**config.mk**
```make
export PLATFORM = sky130hd
export DESIGN_NAME = counter_sequencer_flat
export DESIGN_NICKNAME = d
export VERILOG_FILES = /design/src/rtl/counter_sequencer_if.sv /design/src/rtl/counter_sequencer.sv /design/src/flat_wrapper.sv
export SDC_FILE = /design/constraint.sdc
export NUM_CORES = 1
export LEC_CHECK = 0
export CAP_MARGIN = 30
export CORE_MARGIN = 10
export CORE_UTILIZATION = 40
export DETAILED_ROUTE_END_ITERATION = 10
export PLACE_DENSITY = 0.66
export SLEW_MARGIN = 30
export SYNTH_ARGS = -nofsm -noshare
export SYNTH_HDL_FRONTEND = slang
export SYNTH_SLANG_ARGS = --single-unit
export TNS_END_PERCENT = 30
```
**constraint.sdc**
```tcl
create_clock -name clk -period 6.37 [get_ports clk]
set_input_delay 0.637 -clock clk [delete_from_list [all_inputs] [get_ports clk]]
set_output_delay 0.637 -clock clk [all_outputs]
set_load 0.1 [all_outputs]
```
**src/rtl/counter_sequencer_if.sv**
```systemverilog
// rtl/counter_sequencer_if.sv - button inputs and counter outputs of counter_sequencer
interface counter_sequencer_if #(
  parameter int WIDTH = 4
);
  logic             btn_run;
  logic             btn_mode;
  logic             btn_clr;
  logic [WIDTH-1:0] count;
  logic             running;
  logic [1:0]       mode;
  logic             step;

  modport master (
    output btn_run, btn_mode, btn_clr,
    input  count, running, mode, step
  );

  modport slave (
    input  btn_run, btn_mode, btn_clr,
    output count, running, mode, step
  );
endinterface

```
**src/rtl/counter_sequencer.sv**
```systemverilog
// rtl/counter_sequencer.sv - debounced run/mode/clear controller driving a stepped pin counter
module counter_sequencer #(
  parameter int CLK_HZ          = 16_000_000,
  parameter int STEP_HZ         = 1,
  parameter int DEBOUNCE_CYCLES = 160_000,
  parameter int WIDTH           = 4
) (
  input logic                clk,
  input logic                rst_n,
  counter_sequencer_if.slave bus
);
  localparam int DIV = CLK_HZ / STEP_HZ;
  localparam int PW  = (DIV > 1) ? $clog2(DIV) : 1;
  localparam int DBW = $clog2(DEBOUNCE_CYCLES + 1);
  localparam logic [PW-1:0]    PRESC_LAST = PW'(DIV - 1);
  localparam logic [DBW-1:0]   DB_LAST    = DBW'(DEBOUNCE_CYCLES - 1);
  localparam logic [WIDTH-1:0] COUNT_MAX  = '1;
  localparam int BTN_RUN  = 0;
  localparam int BTN_MODE = 1;
  localparam int BTN_CLR  = 2;

  typedef enum logic [1:0] {IDLE, RUN, PAUSE} state_t;
  typedef enum logic [1:0] {MODE_UP = 2'd0, MODE_DOWN = 2'd1, MODE_BOUNCE = 2'd2} mode_t;

  logic [2:0]     raw;
  logic [2:0]     sync1;
  logic [2:0]     sync2;
  logic [2:0]     level;
  logic [2:0]     press;
  logic [DBW-1:0] db_cnt [3];

  state_t           state_q, state_next;
  mode_t            mode_q, mode_next;
  logic [PW-1:0]    presc_q;
  logic [WIDTH-1:0] count_q, count_step;
  logic             dir_up, dir_step;
  logic             step_q;
  logic             run_press, mode_press, clr_press;
  logic             wrap, enter_run;

  assign raw = {bus.btn_clr, bus.btn_mode, bus.btn_run};

  // A level is accepted only after DEBOUNCE_CYCLES straight cycles of disagreement.
  always_ff @(posedge clk or negedge rst_n) begin
    if (!rst_n) begin
      sync1 <= '0;
      sync2 <= '0;
      level <= '0;
      press <= '0;
      for (int i = 0; i < 3; i++) db_cnt[i] <= '0;
    end else begin
      sync1 <= raw;
      sync2 <= sync1;
      for (int i = 0; i < 3; i++) begin
        press[i] <= 1'b0;
        if (sync2[i] != level[i]) begin
          if (db_cnt[i] == DB_LAST) begin
            level[i]  <= sync2[i];
            db_cnt[i] <= '0;
            press[i]  <= sync2[i];
          end else begin
            db_cnt[i] <= db_cnt[i] + 1'b1;
          end
        end else begin
          db_cnt[i] <= '0;
        end
      end
    end
  end

  assign run_press  = press[BTN_RUN];
  assign mode_press = press[BTN_MODE];
  assign clr_press  = press[BTN_CLR];

  always_ff @(posedge clk or negedge rst_n) begin
    if (!rst_n) state_q <= IDLE;
    else        state_q <= state_next;
  end

  always_comb begin
    state_next = state_q;
    if (clr_press) begin
      state_next = IDLE;
    end else if (run_press) begin
      case (state_q)
        IDLE:    state_next = RUN;
        RUN:     state_next = PAUSE;
        PAUSE:   state_next = RUN;
        default: state_next = IDLE;
      endcase
    end
  end

  assign wrap      = (state_q == RUN) && (presc_q == PRESC_LAST);
  assign enter_run = (state_next == RUN) && (state_q != RUN);

  always_comb begin
    count_step = count_q;
    dir_step   = dir_up;
    case (mode_q)
      MODE_UP:   count_step = count_q + 1'b1;
      MODE_DOWN: count_step = count_q - 1'b1;
      default: begin
        if (dir_up) begin
          if (count_q == COUNT_MAX) begin
            count_step = COUNT_MAX - 1'b1;
            dir_step   = 1'b0;
          end else begin
            count_step = count_q + 1'b1;
          end
        end else begin
          if (count_q == '0) begin
            count_step = WIDTH'(1);
            dir_step   = 1'b1;
          end else begin
            count_step = count_q - 1'b1;
          end
        end
      end
    endcase
  end

  always_comb begin
    mode_next = mode_q;
    case (mode_q)
      MODE_UP:   mode_next = MODE_DOWN;
      MODE_DOWN: mode_next = MODE_BOUNCE;
      default:   mode_next = MODE_UP;
    endcase
  end

  // The mode update comes last so entering BOUNCE overrides a same-cycle direction change.
  always_ff @(posedge clk or negedge rst_n) begin
    if (!rst_n) begin
      count_q <= '0;
      presc_q <= '0;
      mode_q  <= MODE_UP;
      dir_up  <= 1'b1;
      step_q  <= 1'b0;
    end else begin
      step_q <= wrap && !clr_press;
      if (clr_press) begin
        count_q <= '0;
        presc_q <= '0;
        dir_up  <= 1'b1;
      end else begin
        if (wrap) begin
          count_q <= count_step;
          dir_up  <= dir_step;
        end
        if (enter_run)             presc_q <= '0;
        else if (state_q == RUN)   presc_q <= wrap ? '0 : presc_q + 1'b1;
      end
      if (mode_press) begin
        mode_q <= mode_next;
        if (mode_next == MODE_BOUNCE) dir_up <= 1'b1;
      end
    end
  end

  assign bus.count   = count_q;
  assign bus.running = (state_q == RUN);
  assign bus.mode    = mode_q;
  assign bus.step    = step_q;
endmodule

```
**src/flat_wrapper.sv**
```systemverilog
// flat-port wrapper written by rule: the top's interface ports become plain ports
module counter_sequencer_flat 
#(
  parameter int CLK_HZ          = 16_000_000,
  parameter int STEP_HZ         = 1,
  parameter int DEBOUNCE_CYCLES = 160_000,
  parameter int WIDTH           = 4
)
  (clk, rst_n, bus_btn_run, bus_btn_mode, bus_btn_clr, bus_count, bus_running, bus_mode, bus_step);
  counter_sequencer_if #(.WIDTH(WIDTH)) bus_i ();
  input logic clk;
  input logic rst_n;
  input wire logic [$bits(bus_i.btn_run)-1:0] bus_btn_run;
  input wire logic [$bits(bus_i.btn_mode)-1:0] bus_btn_mode;
  input wire logic [$bits(bus_i.btn_clr)-1:0] bus_btn_clr;
  output wire logic [$bits(bus_i.count)-1:0] bus_count;
  output wire logic [$bits(bus_i.running)-1:0] bus_running;
  output wire logic [$bits(bus_i.mode)-1:0] bus_mode;
  output wire logic [$bits(bus_i.step)-1:0] bus_step;
  assign bus_i.btn_run = bus_btn_run;
  assign bus_i.btn_mode = bus_btn_mode;
  assign bus_i.btn_clr = bus_btn_clr;
  assign bus_count = bus_i.count;
  assign bus_running = bus_i.running;
  assign bus_mode = bus_i.mode;
  assign bus_step = bus_i.step;
  counter_sequencer #(.CLK_HZ(CLK_HZ), .STEP_HZ(STEP_HZ), .DEBOUNCE_CYCLES(DEBOUNCE_CYCLES), .WIDTH(WIDTH)) u_core (.clk(clk), .rst_n(rst_n), .bus(bus_i));
endmodule
```
After elaboration in Yosys (flattened, before gate mapping)
Cells that the tools add are included.
W data, S select, Z words.
{ "totals": {"register_bits": 100, "word_cells": 83, "rom_bits": 0, "n_memories": 0, "out_inout_bits": 8, "latchBits": 0, "ramBits": 0, "in_bits": 5} }
{ "op_classes": {"order_cmp": 0, "eq_ne": 14, "n_div": 0, "n_reduce_logical": 14, "n_shift": 0, "n_bitwise": 0, "add_sub_neg": 6, "mul": 0, "mux": 34} }
{ "op_table": {"columns": ["cell", "count"], "rows": [
  ["$mux W18", 6],
  ["$mux W24", 4],
  ["$add A18 B1 Y18 const B", 3],
  ["$eq A18 B18 Y1 const B", 3],
  ["$add A24 B1 Y24 const B", 1],
  ["$eq A24 B24 Y1 const B", 1],
  ["$mux W4", 5],
  ["$mux W1", 14],
  ["$pmux W2 S2", 2],
  ["$pmux W4 S2", 1],
  ["$eq A2 B1 Y1 const B", 3],
  ["$reduce_and A2 Y1", 3],
  ["$add A4 B1 Y4 const B", 1],
  ["$eq A2 B2 Y1 const B", 2],
  ["$eq A4 B4 Y1 const B", 1],
  ["$logic_not A2 Y1", 2],
  ["$logic_not A4 Y1", 1],
  ["$mux W2", 2],
  ["$reduce_or A2 Y1", 2],
  ["$sub A4 B1 Y4 const B", 1],
  ["$logic_and A1 B1 Y1", 3],
  ["$ne A1 B1 Y1", 3],
  ["$reduce_bool A3 Y1", 1],
  ["$ne A2 B1 Y1 const B", 1],
  ["other kinds (2)", 2]
]} }

Logic depth before layout (Yosys ltp)
{ "depth": {"word_depth": 9, "depth_mapped": 8} }

Worst setup path after synthesis
OpenSTA, ideal clock, no wires.
{ "synth_path": {"path_type": "register to register", "start": "register u_core.state_q[0]", "end": "register u_core.presc_q[23]", "required_time_ns": 6.288, "arrival_ns": 2.388, "path_stages_with_launch": 8, "slack_ns": 3.900, "setup_time_ns": 0.082, "path_cell_list": "dfrtp_1 nor2b_1 clkbuf_1 nand2_1 a21oi_1 buf_2 a31oi_1 a31oi_1"} }
{ "synth_between": {"word_cells_on_any_way": 16, "cone_classes": "4 x eq/ne; 7 x mux; 5 x reduce/logical"} }
{ "synth_rtl": {"columns": ["item", "line", "source"], "rows": [
  ["start, declared", "counter_sequencer.sv:32", "state_t state_q, state_next;"],
  ["start signal, assigned", "counter_sequencer.sv:77", "else state_q <= state_next;"],
  ["$eq A2 B1 Y1 *", null, null],
  ["named net bus_running", "flat_wrapper.sv:17", "output wire logic [$bits(bus_i.running)-1:0] bus_running;"],
  ["$pmux W2 S2", "counter_sequencer.sv:85", "case (state_q)"],
  ["$mux W2", "counter_sequencer.sv:84", "end else if (run_press) begin"],
  ["$mux W2", "counter_sequencer.sv:82", "if (clr_press) begin"],
  ["$eq A2 B1 Y1", "counter_sequencer.sv:95", "assign enter_run = (state_next == RUN) && (state_q != RUN);"],
  ["$logic_and A1 B1 Y1", "counter_sequencer.sv:95", null],
  ["$mux W24", "counter_sequencer.sv:151", "if (enter_run) presc_q <= '0;"],
  ["$mux W24", "counter_sequencer.sv:142", "if (clr_press) begin"],
  ["end signal, assigned", "counter_sequencer.sv:152", "else if (state_q == RUN) presc_q <= wrap ? '0 : presc_q + 1'b1;"],
  ["end, declared", "counter_sequencer.sv:34", "logic [PW-1:0] presc_q;"]
]} }
Mark *: on every way through the listed nets, which the timed path passes. The rest lies on a longest branch. The select of a mux whose other input is x is not followed.
A chain may end at the register's enable or synchronous reset.

Worst setup path after layout
{ "layout_path": {"start": "register u_core.state_q[0]", "end": "output bus_running"} }
{ "layout_between": {"elab_chain_cells": 1} }
{ "layout_rtl": {"columns": ["item", "line", "source"], "rows": [
  ["$eq A2 B1 Y1", "counter_sequencer.sv:162", "assign bus.running = (state_q == RUN);"],
  ["end, declared", "flat_wrapper.sv:17", null]
]} }
Every way passes these cells.

==> impl_metrics.tcl <==
set metrics [dict create \
    status "complete, no violations" \
    critical_path.max_fanout 8 \
    finalSetupViolCount 0 \
    period_needed_ns 3.08 \
    synth_area_leaders "dfrtp_1, xor2_1, nor2_1" \
    tns_ns 0 \
    cts-resized-gates 0 \
    dieHeight_um 130 \
    min_path_type "primary input to asynchronous set/reset pin" \
    finalCritPeriodShare_pct 48.3 \
    final_util_pct 45.1 \
    max-vdd-ir-drop_mv 0.148 \
    numPlacedInstances 634 \
    ctsHoldBuffers 0 \
    rows 40 \
    wire_per_inst_um 13.5 \
    n_fill_cell 1099 \
    async_flop_share_pct 100 \
    ys_seq_elements 100 \
    fmax_mhz 325 \
    io_pins 13 \
    hold_viol_final 0 \
    syn_area_per_cell_um2 9.93 \
    clock_path_buffers 2 \
    antenna_found_initial 0 \
    clk_pin_slew_ns 0.07 \
    area_delta_synth_final_pct 10.7 \
    fp.coreArea_um2 12000 \
    gp_routability_congestion 0.830 \
    ys_warn_count 0 \
    postSynthCellCount 491 \
    netlist_area_um2 4880 \
    synth-edff-count 0 \
    vias 3468 \
    start_util_pct 40.8 \
    grt_first_pass_wirelength_um 15800 \
    diodes 0 \
    ys_seq_area_share_pct 51.3 \
    synth_top_area_cell "dfrtp_1" \
    nNetsFinal 509 \
    drt_wl_total_um 8800 \
    cp-start-kind "flip-flop" \
    grt_max_degree 58 \
    yosys_most_used_dff "dfrtp_1" \
    grtUsageTotal_pct 11.3 \
    overflow 0 \
    viasPerCell 5.34 \
    synth_cell_types 51 \
    cts_made_buffers 9 \
    dieArea_um2 17000 \
    io_buffers 12 \
    instances_no_fill 650 \
    clock_sinks 100 \
    clock_skew_ns 0.0126 \
    clk_latency_ns 0.34 \
    p_leak_nw 2.32 \
    detail-route-antenna-nets 0 \
    rsz0062_at_grt "no" \
    initialDrtViolationCount 223 \
    pwr_density_cell_nw_per_um2 219 \
    worstPathRequired_ns 5.73 \
    root_buffer "clkbuf_16" \
    worst_pin_slew_ns 0.998 \
    yosysTopAreaCellShare_pct 50.8 \
    drive_above_1_share_pct 6.36 \
    holdWs_ns 0.288 \
    drc 0 \
    die_width_um 130 \
    cp-end-kind "output pin" \
    cts_setup_buffers 0 \
    dp_hpwl_um 5990 \
    grt_pass1_vias 3462 \
    cts_tree "done" \
    timing.slew.headroom_pct 33.3 \
    syn_nets 502 \
    crit_arrival_ns 2.44 \
    first_pass_iters 5 \
    cap_viol_max_count 0 \
    crit_type "flip-flop to output pin" \
    ctsHtreeMaxLevel 3 \
    slew_violations 0 \
]
worst paths after layout:
| kind | start | endpoint | slack [ns] | cells after the start |
|---|---|---|---|---|
| setup / recovery | u_core.state_q[0] | bus_running | 3.29 | 2 |
| hold / removal | rst_n | u_core.presc_q[22] | 0.29 | 1 |
| setup reg to reg | u_core.presc_q[17] | u_core.presc_q[6] | 4.03 | 5 |
| hold reg to reg | u_core.sync1[0] | u_core.sync2[0] | 0.35 | 0 |
| max in group asynchronous | rst_n | u_core.db_cnt[28] | 4.97 | 2 |
| min in group clk | u_core.sync1[0] | u_core.sync2[0] | 0.35 | 0 |
cells in the mapped netlist (all sizes together) (6+ instances only):
master  number
a21oi       13
a31oi        6
and3        12
clkbuf      14
mux2         6
nand4       22
nor2        86
xnor2       26
inv         15
xor2        42
nand3       28
ha           6
nand2       29
nor4         9
dfrtp       99
and4         8
nor3        11
cells in the final DEF (no fill, tap or decap), drive strengths merged, types with 9 or more instances in the layout:
cell type | netlist | layout
and3 | 12 | 12
nor2 | 86 | 86
nor4 | 9 | 9
xnor2 | 26 | 26
nand4 | 22 | 22
dfrtp | 99 | 99
nor3 | 11 | 11
clkbuf | 14 | 11
nand3 | 28 | 28
clkdlybuf4s50 | 0 | 11
inv | 15 | 16
nand2 | 29 | 29
a21oi | 13 | 13
xor2 | 42 | 42
flip-flops by register name (all words and copies together) (netlist names):
name	flops
u_core.state_q	2
u_core.dir_up	1
u_core.presc_q	24
u_core.level	3
u_core.bus.step	1
u_core.bus.count	4
u_core.press	3
u_core.bus.mode	2
u_core.db_cnt	54
u_core.sync2	3
u_core.sync1	3
metal layers:
layer | share of wire (%) | track usage (%)
met4 | 1.4 | 4.58
met1 | 48 | 14.3
met5 | 0 | 0
met3 | 3.0 | 1.97
met2 | 48 | 18.6
kinds of logic after synthesis:
| logic type | after synthesis | synth area share [%] |
|---|---|---|
| AOI/OAI and AO/OA | 37 | 4.87 |
| xor gates and xnor gates | 68 | 12.2 |
| adders and majority gates | 6 | 1.54 |
| buffers and inverters | 33 | 2.69 |
| DFF | 100 | 51.3 |
| muxes | 10 | 2.21 |
| and+or+nand+nor | 237 | 25.1 |
critical path: stages, from the launching register on:
cell and delay, ns:
dfrtp_1 0.40, nor2b_1 0.45, clkdlybuf4s50_1 1.25
per-stage QoR:
step / area, um^2 / total power [mW] / setup slack (ns)
after floorplan: 4880 / 0.672 / 3.90
after global placement: 5120 / 0.690 / 3.69
after detailed placement: 5120 / 0.691 / 3.63
after CTS: 5400 / 1.20 / 3.27
after global routing: 5400 / 1.23 / 3.15
final: 5400 / 1.18 / 3.29
power by group:
part,internal [mW],total [mW],switching (mW)
Combinational,0.00824,0.0303,0.0221
Sequential,0.641,0.647,0.00598
Clock,0.276,0.504,0.228
area by class of cell:
cell class | instances | area [um^2] | share of cell area (%)
Sequential cell | 100 | 2500 | 46.4
Multi-Input combinational cell | 358 | 2250 | 41.6
Clock inverter | 5 | 35.0 | 0.649
Tap cell | 147 | 184 | 3.41
Timing Repair Buffer | 14 | 133 | 2.46
Inverter | 15 | 56.3 | 1.04
Clock buffer | 11 | 243 | 4.49
Power figures use the tool's default switching activity.
